`config.mk`:
```
export PLATFORM = sky130hd
export DESIGN_NAME = audio_i2s_serializer
export DESIGN_NICKNAME = d
export VERILOG_FILES = /design/src/rtl/audio_i2s_serializer.sv
export SDC_FILE = /design/constraint.sdc
export NUM_CORES = 1
export LEC_CHECK = 0
export BUFFER_PORTS_ARGS = -buffer_cell sky130_fd_sc_hd__buf_2
export CORE_MARGIN = 2
export CORE_UTILIZATION = 55
export CTS_BUF_LIST = sky130_fd_sc_hd__clkbuf_16
export DETAILED_ROUTE_END_ITERATION = 16
export GPL_TIMING_DRIVEN = 0
export PLACE_DENSITY = 0.72
export SYNTH_ARGS = -nofsm -noshare
export SYNTH_HDL_FRONTEND = slang
export SYNTH_SLANG_ARGS = --single-unit
```
`constraint.sdc`:
```
create_clock -name iCLK -period 4.35 [get_ports iCLK]
set_input_delay 0.2175 -clock iCLK [delete_from_list [all_inputs] [get_ports iCLK]]
set_output_delay 0.2175 -clock iCLK [all_outputs]
set_load 0.03 [all_outputs]
```
`src/rtl/audio_i2s_serializer.sv`:
```
// Stereo DAC serializer: a {L,R} frame FIFO feeding a BCK/LRCK/SDATA generator.
// Left-justified or I2S, MSB first, with data padded to the slot width.
module audio_i2s_serializer #(
  parameter int unsigned DATA_WIDTH = 16,
  parameter int unsigned SLOT_WIDTH = 16,
  parameter int unsigned BCK_DIV    = 6,
  parameter int unsigned FIFO_DEPTH = 8
) (
  input  logic                                iCLK,
  input  logic                                iRST,
  input  logic                                iENABLE,
  input  logic                                iI2S_MODE,
  input  logic [DATA_WIDTH-1:0]               iSAMPLE_L,
  input  logic [DATA_WIDTH-1:0]               iSAMPLE_R,
  input  logic                                iVALID,
  output logic                                oREADY,
  output logic [$clog2(FIFO_DEPTH+1)-1:0]     oFIFO_LEVEL,
  output logic                                oUNDERRUN,
  output logic                                oAUD_BCK,
  output logic                                oAUD_LRCK,
  output logic                                oAUD_DATA
);

  localparam int unsigned AW = $clog2(FIFO_DEPTH);
  localparam int unsigned LW = $clog2(FIFO_DEPTH + 1);
  localparam int unsigned BW = $clog2(2 * SLOT_WIDTH);
  localparam int unsigned CW = (BCK_DIV > 1) ? $clog2(BCK_DIV) : 1;
  localparam int unsigned FW = 2 * DATA_WIDTH;

  localparam logic [CW-1:0] DivLast  = CW'(BCK_DIV - 1);
  localparam logic [BW-1:0] BitcLast = BW'(2 * SLOT_WIDTH - 1);
  localparam logic [BW-1:0] SlotW    = BW'(SLOT_WIDTH);
  localparam logic [LW-1:0] DepthL   = LW'(FIFO_DEPTH);

  // FIFO storage and pointers (one extra wrap bit so level = wr - rd)
  logic [FW-1:0] mem_q [FIFO_DEPTH];
  logic [LW-1:0] wr_ptr_q, rd_ptr_q, level;
  logic          full, empty, push, pop, rst_q;

  // Serial engine state
  logic [CW-1:0] div_q;
  logic [BW-1:0] bitc_q;
  logic          bck_q, lrck_q, data_q, underrun_q;
  logic [FW-1:0] shadow_q;
  logic          mode_q, started_q, loaded_q;

  // Next-bit datapath
  logic          fall_tick, mode_eff, load, right, bit_out;
  logic [BW-1:0] pos, offs;
  logic [FW-1:0] new_frame, frame;
  logic [DATA_WIDTH-1:0] sample, shifted;

  assign level  = wr_ptr_q - rd_ptr_q;
  assign full   = (level == DepthL);
  assign empty  = (level == '0);
  assign oREADY = !full && !rst_q;
  assign push   = iVALID && oREADY;

  assign oFIFO_LEVEL = level;
  assign oUNDERRUN   = underrun_q;
  assign oAUD_BCK    = bck_q;
  assign oAUD_LRCK   = lrck_q;
  assign oAUD_DATA   = data_q;

  always_comb begin
    fall_tick = iENABLE && (div_q == DivLast) && bck_q;
    // Before the first frame load the live mode pin decides where the frame starts.
    mode_eff  = started_q ? mode_q : iI2S_MODE;
    if (mode_eff) begin
      pos = (bitc_q == '0) ? BitcLast : bitc_q - BW'(1);
    end else begin
      pos = bitc_q;
    end
    // loaded_q blocks a second pop when a mode switch moves the frame start by one bit.
    load      = (pos == '0) && !loaded_q;
    pop       = fall_tick && load && !empty;
    new_frame = empty ? '0 : mem_q[rd_ptr_q[AW-1:0]];
    frame     = load ? new_frame : shadow_q;
    right     = (pos >= SlotW);
    offs      = right ? pos - SlotW : pos;
    sample    = right ? frame[DATA_WIDTH-1:0] : frame[FW-1:DATA_WIDTH];
    // Offsets past the sample width shift everything out, giving the zero pad.
    shifted   = sample << offs;
    bit_out   = shifted[DATA_WIDTH-1];
  end

  always_ff @(posedge iCLK) begin
    if (push) begin
      mem_q[wr_ptr_q[AW-1:0]] <= {iSAMPLE_L, iSAMPLE_R};
    end
  end

  always_ff @(posedge iCLK) begin
    if (iRST) begin
      rst_q      <= 1'b1;
      wr_ptr_q   <= '0;
      rd_ptr_q   <= '0;
      div_q      <= '0;
      bitc_q     <= '0;
      bck_q      <= 1'b0;
      lrck_q     <= 1'b0;
      data_q     <= 1'b0;
      underrun_q <= 1'b0;
      shadow_q   <= '0;
      mode_q     <= 1'b0;
      started_q  <= 1'b0;
      loaded_q   <= 1'b0;
    end else begin
      rst_q      <= 1'b0;
      underrun_q <= fall_tick && load && empty;
      if (push) begin
        wr_ptr_q <= wr_ptr_q + LW'(1);
      end
      if (pop) begin
        rd_ptr_q <= rd_ptr_q + LW'(1);
      end
      if (!iENABLE) begin
        div_q     <= '0;
        bitc_q    <= '0;
        bck_q     <= 1'b0;
        lrck_q    <= 1'b0;
        data_q    <= 1'b0;
        shadow_q  <= '0;
        started_q <= 1'b0;
        loaded_q  <= 1'b0;
      end else begin
        if (div_q == DivLast) begin
          div_q <= '0;
          bck_q <= !bck_q;
        end else begin
          div_q <= div_q + CW'(1);
        end
        if (fall_tick) begin
          lrck_q <= (bitc_q >= SlotW);
          data_q <= bit_out;
          bitc_q <= (bitc_q == BitcLast) ? '0 : bitc_q + BW'(1);
          if (load) begin
            shadow_q  <= new_frame;
            mode_q    <= iI2S_MODE;
            started_q <= 1'b1;
            loaded_q  <= 1'b1;
          end else if (bitc_q == BitcLast) begin
            loaded_q <= 1'b0;
          end
        end
      end
    end
  end

endmodule
```
==> results.toml <==
[critical_path]
start_kind = "register"
startpoint = "wr_ptr_q[0]$_SDFFE_PP0P_"
critical_path.max_fanout = 12
reg2regPathDepth = 13
reg2reg_from = "wr_ptr_q[0]$_SDFFE_PP0P_"
crit_chain = "inv_1 -> ha_1 -> fa_1 -> xor2_1 -> nand3_1 -> inv_1 -> a21oi_1 -> and2_1 -> buf_2 -> nand2_1 -> nor3_4 -> buf_16 -> buf_16"
slowest_stage = "nor3_4"
worstPathArrival_ns = 4.23
required_ns = 4.63
critPathCaptureType = "register"
slowest_delay_ns = 0.78
path_class = "reg2reg"

[drt]
drt-pass1-iter-count = 5
wirelength_um = 27600
viasPerCell = 6.08
drtIter0Drc = 816
antenna_left = 0
drc = 0
dr_total_vias = 7273
wire_per_inst_um = 23.1

[cells_and_area]
final_common_cell = "edfxtp_1"
syn_to_final_growth_pct = 16.8
fillCellCount = 1519
num_antenna_cells = 0
final_cell_mix = "256 x edfxtp_1, 64 x mux4_2, 62 x buf_2"
final_nets = 940
drive_above_1_share_pct = 22.4

[clock_tree]
root_buffer = "clkbuf_16"
cts_buffers = 31
cts_max_level = 1
cts_tree = "done"
hold_buffers = 34
postCtsResizedCells = 0
ctsLongestPathBuffers = 3
insertion_delay_ns = 0.57
clk_pin_slew_worst_paths_ns = 0.06
post_cts_buffers = 0
cts_sinks = 315

[synthesis]
syn_nets = 818
synth-edff-count = 256
synth.cell_area_um2 = 12700
ys_warn_count = 0
synth-seq-cells = 315
yosysSeqAreaShare_pct = 69.9
synth_cells = 770
syn_avg_cell_area_um2 = 16.5
ys_types = 63
synth_flop_cell = "edfxtp_1"
async_flop_share_pct = 0

[timing]
slew_headroom_pct = 40.6
min_period_ns = 3.95
tns_ns = 0
rsz0062_at_grt = "no"
hold_viol_final = 0
fin_hold_ws_ns = 0.133
fmax_ghz = 0.253
worstMarginPinSlew_ns = 0.889
setup_violations = 0
fin_crit_sh_pct = 90.9
finClkSkew_ns = 0.0177
report.final.slew_viol_count = 0

[pwr]
vdd_drop_max_v = 0.000377
p_leak_nw = 4.78
pwr-share-comb_pct = 3.8
clockPowerShare_pct = 41.3
power.density_nw_per_um2 = 406
netSwitchingFraction_pct = 20.6
pwr-share-seq_pct = 54.8
power.switching_mw = 1.24
p_int_mw = 4.77

[floorplan]
dieArea_um2 = 24300
ios = 46
start_util_pct = 56.1
row_count = 55
die_width_um = 156
fp.dieH_um = 156
coreArea_um2 = 22600

[global_routing]
grt_pass1_wl_um = 42800
grt_pass1_vias = 7417
antenna_found_initial = 0
grt.overflow.total = 0
track_usage_pct = 23.4
grt_max_degree = 24

[place]
numPortBuffers = 45
gp_congestion = 0.878
dp_hpwl_um = 18200

[flow_run]
max-cap-violations = 0

[outcome]
outcome = "completed"

[min_path]
hold_class = "in2reg"
min_from = "iENABLE"
min_path_cells = 3
-- per-stage QoR --
stage          setup slack, ns  cells  power (mW)  cell area, um^2  utilization, %
2_1_floorplan           0.0509    770        3.47            12700               -
3_3_place_gp             -1.27   1100        3.55            13300            58.7
3_5_place_dp             0.391   1110        3.57            13500            59.8
4_1_cts                  0.349   1196        6.05            14800            65.5
5_1_grt                  0.116   1196        6.17            14800            65.5
6_report                 0.397   1196        6.01            14800            65.5
-- logic make-up (layout without fill, tap and decap cells) --
logic type,Yosys count,count (layout),synth area share [%]
fa+ha+maj,11,11,1.14
mux,101,101,14.4
buf+inv,57,198,1.91
flops,315,315,69.9
compound gates,102,102,5.15
xor+xnor,9,9,0.621
simple gates,175,175,6.87
-- power groups by stage --
| stage | Sequential (mW) | Combinational (mW) | Clock, mW |
|---|---|---|---|
| finish | 3.30 | 0.231 | 2.48 |
| global route | 3.30 | 0.251 | 2.63 |
| CTS | 3.30 | 0.230 | 2.52 |
| detailed placement | 3.36 | 0.205 | 0 |
| global placement | 3.36 | 0.187 | 0 |
| floorplan | 3.36 | 0.106 | 0 |
-- Yosys cell counts (2+ instances only) --
library cell  number  share of area, %
nand3b_1           2              0.12
mux2i_1           34               2.7
buf_2             17              0.67
a211oi_1           3              0.18
a31oi_1            2             0.099
xor2_1             4              0.28
a21oi_2            2              0.14
o2bb2ai_1          2              0.14
mux4_2            64                11
xnor2_1            5              0.35
a221oi_1           4              0.28
and3_1             4              0.20
o221ai_1           2              0.14
a22oi_1            2              0.12
a21oi_1           50               2.0
nand2b_1           3              0.15
a311oi_1           3              0.21
nand2_1           35               1.0
buf_4              2              0.12
o21a_1             3              0.18
or3_4              2              0.18
inv_1             14              0.41
dfxtp_1           59               9.3
o21ai_0            8              0.32
ha_1              10              0.99
nor3_1            35               1.4
clkbuf_1          24              0.71
o211ai_1           4              0.24
o21ai_1            3              0.12
o31ai_1            2              0.12
nor4_1             4              0.20
a21o_1             4              0.24
nor4b_1            2              0.14
or3_1              2             0.099
and2_1             6              0.30
edfxtp_1         256                61
nor2_1            58               1.7
nand3_1            9              0.35
-- critical path: cells and delay by family, from the launching register on --
kind                       cells  cell delay (ns)
DFF                            1             0.56
and+or+nand+nor                4             1.36
xor gates and xnor gates       1             0.19
buffers and inverters          5             0.73
adders and majority gates      2             0.62
AOI/OAI and AO/OA              1             0.18
-- worst paths after layout --
path / end / slack, ns
max: mem_q[4][14]$_DFFE_PP_ / 0.40
min: shadow_q[17]$_SDFFE_PP0P_ / 0.13
max reg2reg: mem_q[4][14]$_DFFE_PP_ / 0.40
min reg2reg: shadow_q[29]$_SDFFE_PP0P_ / 0.46
-- flip-flops by register name, summed over array words and instances, names as in the netlist, 3 cells and up, named ones only --
name      count
mem_q       256
bitc_q        5
div_q         3
wr_ptr_q      4
shadow_q     32
rd_ptr_q      4
-- routing by layer --
metal / vias to the layer above / GRT usage (%) / part of all wire [%]
met1: 3645 / 33.8 / 43
met4: 0 / 8.13 / 3.3
met2: 300 / 37.2 / 48
met3: 51 / 3.31 / 6.0
li1: 3277 / - / -
met5: - / 0 / 0
-- cell type report --
| cell class | count | area [um^2] | share of cell area [%] |
|---|---|---|---|
| flip-flops and latches | 315 | 8870 | 59.8 |
| well taps | 285 | 357 | 2.41 |
| clock inverters | 21 | 163 | 1.10 |
| inverters | 14 | 52.6 | 0.354 |
| repair buffers | 89 | 771 | 5.20 |
| multi-input cells | 398 | 3650 | 24.6 |
| plain buffers | 43 | 190 | 1.28 |
| clock buffers | 31 | 776 | 5.23 |
No activity file was read; power rests on OpenSTA's default activity.
